$ cat src/rtl/hazard_detect_pkg.sv
// Shared constants and types for the ID-stage hazard unit.
// Opcodes, FSM state encoding and statistics counter width.
package hazard_detect_pkg;

    localparam int CNT_W = 16;

    localparam logic [5:0] OP_RTYPE = 6'd0;
    localparam logic [5:0] OP_J     = 6'd2;
    localparam logic [5:0] OP_JAL   = 6'd3;
    localparam logic [5:0] OP_BEQ   = 6'd4;
    localparam logic [5:0] OP_BNE   = 6'd5;
    localparam logic [5:0] OP_LW    = 6'd35;
    localparam logic [5:0] OP_SW    = 6'd43;

    typedef enum logic {
        RUN  = 1'b0,
        HOLD = 1'b1
    } state_t;

endpackage

$ cat src/rtl/hazard_detect_sat_counter.sv
// Saturating event counter with synchronous clear.
// Clear takes priority over increment.
module sat_counter
    import hazard_detect_pkg::*;
(
    input  logic             clk,
    input  logic             rst_n,
    input  logic             clr,
    input  logic             inc,
    output logic [CNT_W-1:0] q
);

    // Count up on inc, stick at all-ones, clear wins.
    always_ff @(posedge clk or negedge rst_n) begin
        if (!rst_n) begin
            q <= '0;
        end else if (clr) begin
            q <= '0;
        end else if (inc && (q != {CNT_W{1'b1}})) begin
            q <= q + 1'b1;
        end
    end

endmodule

$ cat src/rtl/hazard_detect.sv
// ID-stage hazard detection: stalls, branch flush, statistics.
// Load-then-branch needs two stall cycles, covered by HOLD.
module hazard_detect
    import hazard_detect_pkg::*;
(
    input  logic             clk,
    input  logic             reset_n,
    input  logic [31:0]      inst_ID,
    input  logic             read_mem_EX,
    input  logic             write_EX,
    input  logic [4:0]       write_dst_EX,
    input  logic             read_mem_MEM,
    input  logic [4:0]       write_dst_MEM,
    input  logic             branch_taken_ID,
    input  logic             clear_stats,
    output logic             pc_write,
    output logic             IF_ID_write,
    output logic             ID_EX_bubble,
    output logic             IF_ID_flush,
    output logic [CNT_W-1:0] stall_cycles,
    output logic [CNT_W-1:0] flush_count,
    output logic             busy
);

    logic [5:0] op;
    logic [4:0] rs_id;
    logic [4:0] rt_id;
    logic       unused_imm;

    assign op         = inst_ID[31:26];
    assign rs_id      = inst_ID[25:21];
    assign rt_id      = inst_ID[20:16];
    assign unused_imm = ^inst_ID[15:0];

    logic is_br;
    logic is_jmp;
    logic rt_src;

    assign is_br  = (op == OP_BEQ) || (op == OP_BNE);
    assign is_jmp = (op == OP_J) || (op == OP_JAL);
    assign rt_src = (op == OP_RTYPE) || is_br || (op == OP_SW);

    // $0 never creates a dependency.
    logic hit_ex;
    logic hit_mem;

    assign hit_ex =
        ((rs_id != 5'd0) && (rs_id == write_dst_EX)) ||
        (rt_src && (rt_id != 5'd0) && (rt_id == write_dst_EX));
    assign hit_mem =
        ((rs_id != 5'd0) && (rs_id == write_dst_MEM)) ||
        (rt_src && (rt_id != 5'd0) && (rt_id == write_dst_MEM));

    logic load_use;
    logic alu_br;
    logic load_br;
    logic late_br;
    logic any_hz;

    assign load_use = read_mem_EX && hit_ex && !is_br;
    assign alu_br   = is_br && write_EX && !read_mem_EX && hit_ex;
    assign load_br  = is_br && read_mem_EX && hit_ex;
    assign late_br  = is_br && read_mem_MEM && hit_mem;
    assign any_hz   = load_use || alu_br || load_br || late_br;

    state_t state;
    state_t state_n;
    logic   rem;
    logic   rem_n;
    logic   stall;
    logic   stall_g;
    logic   flush;

    // State and remaining-stall register.
    always_ff @(posedge clk or negedge reset_n) begin
        if (!reset_n) begin
            state <= RUN;
            rem   <= 1'b0;
        end else begin
            state <= state_n;
            rem   <= rem_n;
        end
    end

    // Next state and Mealy stall decision.
    always_comb begin
        state_n = state;
        rem_n   = rem;
        stall   = 1'b0;
        unique case (state)
            RUN: begin
                stall = any_hz;
                if (load_br) begin
                    state_n = HOLD;
                    rem_n   = 1'b1;
                end
            end
            HOLD: begin
                stall = 1'b1;
                if (rem != 1'b0) begin
                    rem_n = rem - 1'b1;
                end
                if (rem_n == 1'b0) begin
                    state_n = RUN;
                end
            end
            default: begin
                state_n = RUN;
                rem_n   = 1'b0;
            end
        endcase
    end

    // Reset masks any combinational hazard seen on the inputs.
    assign stall_g = reset_n && stall;
    assign flush   = reset_n && !stall &&
                     ((is_br && branch_taken_ID) || is_jmp);

    assign pc_write     = !stall_g;
    assign IF_ID_write  = !stall_g;
    assign ID_EX_bubble = stall_g;
    assign IF_ID_flush  = flush;
    assign busy         = (state == HOLD);

    sat_counter u_stall_cnt (
        .clk   (clk),
        .rst_n (reset_n),
        .clr   (clear_stats),
        .inc   (stall_g),
        .q     (stall_cycles)
    );

    sat_counter u_flush_cnt (
        .clk   (clk),
        .rst_n (reset_n),
        .clr   (clear_stats),
        .inc   (flush),
        .q     (flush_count)
    );

endmodule

$ cat config.mk
export PLATFORM = sky130hd
export DESIGN_NAME = hazard_detect
export DESIGN_NICKNAME = d
export VERILOG_FILES = /design/src/rtl/hazard_detect_pkg.sv /design/src/rtl/hazard_detect_sat_counter.sv /design/src/rtl/hazard_detect.sv
export SDC_FILE = /design/constraint.sdc
export NUM_CORES = 1
export LEC_CHECK = 0
export CORE_MARGIN = 5
export CORE_UTILIZATION = 38
export DETAILED_ROUTE_END_ITERATION = 16
export PLACE_DENSITY_LB_ADDON = 0.08
export SYNTH_ARGS = -nofsm -noshare
export SYNTH_HDL_FRONTEND = slang
export SYNTH_SLANG_ARGS = --single-unit
$ cat constraint.sdc
create_clock -name clk -period 2.8 [get_ports clk]
set_clock_uncertainty 0.15 [all_clocks]
set_input_delay 0.28 -clock clk [delete_from_list [all_inputs] [get_ports clk]]
set_output_delay 0.28 -clock clk [all_outputs]
set_load 0.1 [all_outputs]
After elaboration in Yosys (flattened, before gate mapping)
Cells that the tools add are included.
- $lt $le $gt $ge: 0
- add/subtract/negate cells: 3
- reduce and logical (&&, ||, !) cells: 39
- divide/modulo/power cells: 0
- shifts and indexed selects: 0
- eq/ne operators: 12
- multiply operators: 0
- bitwise gates (word level): 1
- mux-type cells: 12
- operator list (operator ; number):
    2-to-1 mux 16 bit ; 4
    adder 16 x 1 -> 16 bit (second input constant) ; 2
    != test 16 bit (second input constant) ; 2
    equality test 5 bit ; 4
    logical AND 1 bit ; 20
    equality test 6 x 2 -> 1 bit (second input constant) ; 2
    equality test 6 x 3 -> 1 bit (second input constant) ; 2
    logical OR 1 bit ; 10
    nonzero test 5 bit ; 2
    equality test 6 bit (second input constant) ; 1
    zero test 6 bit ; 1
    case mux 1 bit (2 select lines) ; 3
    2-to-1 mux 1 bit ; 5
    zero test 1 bit ; 4
    nonzero test 2 bit ; 2
    != test 2 bit (second input constant) ; 1
    inverter 1 bit ; 1
    subtractor 1 bit (second input constant) ; 1
- bits in writable memories: 0
- latch bits: 0
- logic and storage cells: 71
- memories kept: 0
- input port bits: 49
- register bits: 34
- memory bits (read-only): 0
- output and inout bits: 37

Depth between registers and ports, before layout
- depth in word-level cells: 19
- depth in mapped cells: 10
- depth with buffers taken out: 8

By module
From an unflattened synthesis, not the netlist that was laid out.
- cell total of the unflattened synthesis: 252
- area, all modules: 2311.0 sq um
- modules (own cells, without submodules) (module ; instances ; seq. area each (sq um) ; area an instance (sq um) ; cells each):
    sat_counter ; 2 ; 400.4 ; 942.2 ; 98
    hazard_detect ; 1 ; 25.0 ; 426.7 ; 56

Worst setup path before layout
No wires, ideal clock.
- path kind: in2out
- from: input port inst_ID[16]
- to: output port ID_EX_bubble
- cell stages on the path: 6
- path buffers: 0
- data arrival time: 4843 ps
- data required time: 2370 ps
- slack: -2473 ps
- path through: or4_4 o21bai_2 nor2_1 a311o_1 o21ai_0 inv_1
- word-level cells in the longest chain between the ends: 11
- elaborated cells between the ends (all ways): 18
- those cells by class: eq/ne: 2; mux: 1; reduce/logical: 15
- RTL lines (element ; RTL line ; text):
    start, declared ; hazard_detect.sv:8 ; input logic [31:0] inst_ID,
    nonzero test 5 bit ; hazard_detect.sv:49, hazard_detect.sv:52 ;
    logical AND 1 bit ; hazard_detect.sv:49, hazard_detect.sv:52 ;
    logical AND 1 bit ; hazard_detect.sv:49 ; (rt_src && (rt_id != 5'd0) && (rt_id == write_dst_EX));
    logical OR 1 bit ; hazard_detect.sv:48 ; ((rs_id != 5'd0) && (rs_id == write_dst_EX)) ||
    logical AND 1 bit (2 in a row) ; hazard_detect.sv:60 ; assign load_use = read_mem_EX && hit_ex && !is_br;
    logical OR 1 bit (2 in a row) ; hazard_detect.sv:64 ; assign any_hz = load_use || alu_br || load_br || late_br;
    logical OR 1 bit * ; hazard_detect.sv:64 ;
    case mux 1 bit (2 select lines) * ; hazard_detect.sv:90 ; unique case (state)
    logical AND 1 bit * ; hazard_detect.sv:115 ; assign stall_g = reset_n && stall;
    end, declared ; hazard_detect.sv:18 ; output logic ID_EX_bubble,
Every way passes the cells marked *; elsewhere a longest branch is shown, timed or not.

Worst setup path after layout
- from: input port inst_ID[21]
- to: output port IF_ID_flush
- word-level cells in the longest chain between the ends: 12
- elaborated cells between the ends (all ways): 19
- those cells by class: eq/ne: 2; mux: 1; reduce/logical: 16
- RTL lines (element ; RTL line ; text):
    equality test 5 bit or nonzero test 5 bit (tied branches) ; hazard_detect.sv:48, hazard_detect.sv:51 ;
    logical AND 1 bit ; hazard_detect.sv:48 ;
    logical OR 1 bit ; hazard_detect.sv:48 ;
    logical AND 1 bit (2 in a row) ; hazard_detect.sv:60 ;
    logical OR 1 bit (2 in a row) ; hazard_detect.sv:64 ;
    logical OR 1 bit * ; hazard_detect.sv:64 ;
    case mux 1 bit (2 select lines) * ; hazard_detect.sv:90 ;
    zero test 1 bit * ; hazard_detect.sv:116 ; assign flush = reset_n && !stall &&
    logical AND 1 bit * (2 in a row) ; hazard_detect.sv:116 ;
    end, declared ; hazard_detect.sv:19 ; output logic IF_ID_flush,
Marks and branches as above.

==> flow_summary.ini <==
[setup_path]
start_kind = input port
r2r-start = u_flush_cnt.q[2]
reg2reg_to = u_flush_cnt.q[13]
cp_data_arrival_time_ns = 2.29
critical_path_class = input port to output pin
path_max_fanout = 4
worst-endpoint-required_ns = 2.37
r2r_slack_ns = 0.33
rr_worst_depth = 7
endpoint_kind = output pin

[timing]
hold_viol_final = 0
rsz0062_at_grt = no
finalCriticalPeriod_ns = 2.72
max_freq_mhz = 368
finalSetupViolCount = 0
tightest_slew_ns = 0.430
fin_crit_sh_pct = 97.1
drv_slew = 0
setup_slack_ns = 0.0823
max_slew_margin_pct = 71.2

[detailed_routing]
totalWireLength_um = 6220
post-route-drc-count = 0
vias_per_cell = 5.38
postRouteAntennaNets = 0
drt-initial-drc-count = 88
vias = 2267
firstDrtPassIters = 4
avgRoutedWirePerCell_um = 14.8

[final_layout]
diodes = 0
nNetsFinal = 399
nFillCells = 556
drive_above_1_share_pct = 33.8
postLayoutCellArea_um2 = 3310
utilization_pct = 59.7
areaGrowthSynthToFinish_pct = 52.6

[power]
seq_power_share_pct = 47.8
p_per_area_nw_per_um2 = 301
p_comb_share_pct = 15.9
total_power_mw = 0.998
switching_power_mw = 0.265
clkPwrFrac_pct = 36.3
switching_share_pct = 26.6
p_leak_nw = 1.35
p_int_mw = 0.732
vdd_drop_max_v = 0.000165

[global_route]
grt_pass1_wl_um = 10400
grt_max_degree = 23
grt_overflow = 0
antenna_found_initial = 0
grt.total_usage_pct = 17.4
grt_pass1_vias = 2269

[yosys]
synth.top_cell.area_share_pct = 38.1
synth.distinct_cells = 38
syn_inst = 248
synth.top_cells.by_area = dfrtp_1, or4_1, a21oi_1
syn_area_um2 = 2170
async_flop_share_pct = 100
synth_edf_count = 0
ys_seq_elements = 33
synth_ff_type = dfrtp_1
synth_largest_area_cell = dfrtp_1
yosysWarnings = 0
syn-mean-instance-area_um2 = 8.74
seq_area_frac_synth_pct = 38.1
syn-num-nets = 299

[job]
cap_violations = 0

[clock_network]
htreeDepth = 2
cts_root_buffer = clkbuf_8
clkLatencyLatePin_ns = 0.29
clk_pin_slew_worst_paths_ns = 0.08
cts.path.max_buffers = 2
numCtsBuffers = 5
numClockSinks = 33
cts_tree = built

[placed_design]
post_dp_cell_area_um2 = 3140
dp_slack_ns = -0.469
dp_hpwl_um = 4780
gp_congestion = 0.869
io_buffer_count = 69

[hold_path]
hp-class = input port to asynchronous set/reset pin

[floorplan]
die_h_um = 85.5
die_area_um2 = 7320
fp.dieW_um = 85.5
core_area_um2 = 5540
rows = 27
io_pins = 86
start_util_pct = 39.1

[outcome]
status = finished clean
## final cells by class
class,instances,area (um^2),share of cell area [%]
Clock buffer,5,68.8,2.08
Clock inverter,3,17.5,0.529
Inverter,7,30.0,0.907
Multi-Input combinational cell,194,1320,39.8
Sequential cell,33,846,25.6
Tap cell,72,90.1,2.72
Timing Repair Buffer,107,940,28.4
## logic make-up after synthesis
group	share of synthesized area, %
fa+ha+maj	1.15
mux	3.46
compound gates	16.4
xor+xnor	8.48
buf+inv	4.15
flops	38.1
simple gates	28.3
## metrics by stage
stage,hold WS (ns),TNS (ns),cells
floorplan,-0.166,-0.194,248
global placement,0.0346,-8.82,408
detailed placement,0.0419,-10.02,408
CTS,0.264,0,421
global route,0.291,0,421
finish,0.256,0,421
## what timing repair did
item,CTS,global route
gates resized for setup,30,3
endpoints found under the setup margin,20,12
pin swaps,10,3
hold endpoints to repair,9,0
hold buffers,1,0
buffers inserted,4,0
cloned,0,0
## how the worst max path moves through the flow
stage,from,end,cells after the start
after floorplan,inst_ID[16],ID_EX_bubble,6
final,inst_ID[21],IF_ID_flush,8
after detailed placement,inst_ID[22],u_flush_cnt.q[13],8
after CTS,inst_ID[23],IF_ID_flush,9
after global routing,inst_ID[30],u_stall_cnt.q[6],11
after global placement,inst_ID[22],u_flush_cnt.q[13],8
## layout by cell type, fill, tap and decap left out, drive strengths merged, types with 5 or more instances in the layout
cell type,count
a21oi,28
and3,5
buf,76
clkbuf,5
clkdlybuf4s50,18
dfrtp,33
dlygate4sd2,8
inv,6
nand2,15
nand3,16
nand4,5
nor2,12
nor3,6
o21ai,11
o31ai,15
or3,10
or4,22
xnor2,16
xor2,5
## power groups by stage
stage | clock [mW] | combinational (mW) | sequential (mW)
after CTS | 0.370 | 0.159 | 0.477
final | 0.362 | 0.159 | 0.477
after global placement | 0 | 0.157 | 0.487
after detailed placement | 0 | 0.158 | 0.487
after floorplan | 0 | 0.0545 | 0.490
after global routing | 0.390 | 0.173 | 0.477
## registers in the layout, indices dropped and copies added (netlist names)
| signal | cells |
|---|---|
| u_flush_cnt.q | 16 |
| u_stall_cnt.q | 16 |
| busy | 1 |
## synth_stat cells (2+ instances only)
master    number
dfrtp_1       33
nand3_1       16
nand3b_1       3
a21oi_1       28
mux2_2         4
xnor2_1       16
clkbuf_1      12
nand4_1        5
nand2_1       15
nor3_1         6
or3_1          9
inv_1          7
nor2b_1        4
and3_1         5
o21ai_0       10
o31ai_1       15
nor2_1        12
ha_1           2
xor2_1         5
or4_1         21
mux2i_1        3
## metal layers
metal | global-route usage, % | up-vias | wire length [um]
met1 | 22.6 | 1080 | 2840
met3 | 3.84 | 10 | 271
met2 | 28.9 | 45 | 2990
li1 | - | 1132 | -
met4 | 5.47 | 0 | 126
met5 | 0 | - | 0
## worst max-delay path, stage by stage
cell and delay, ns:
clkdlybuf4s50_1 0.51, xor2_1 0.21, or4_4 0.55, a21oi_4 0.21, or3_4 0.17, buf_6 0.10, clkinvlp_4 0.09, buf_12 0.17
Power figures use the tool's default switching activity.
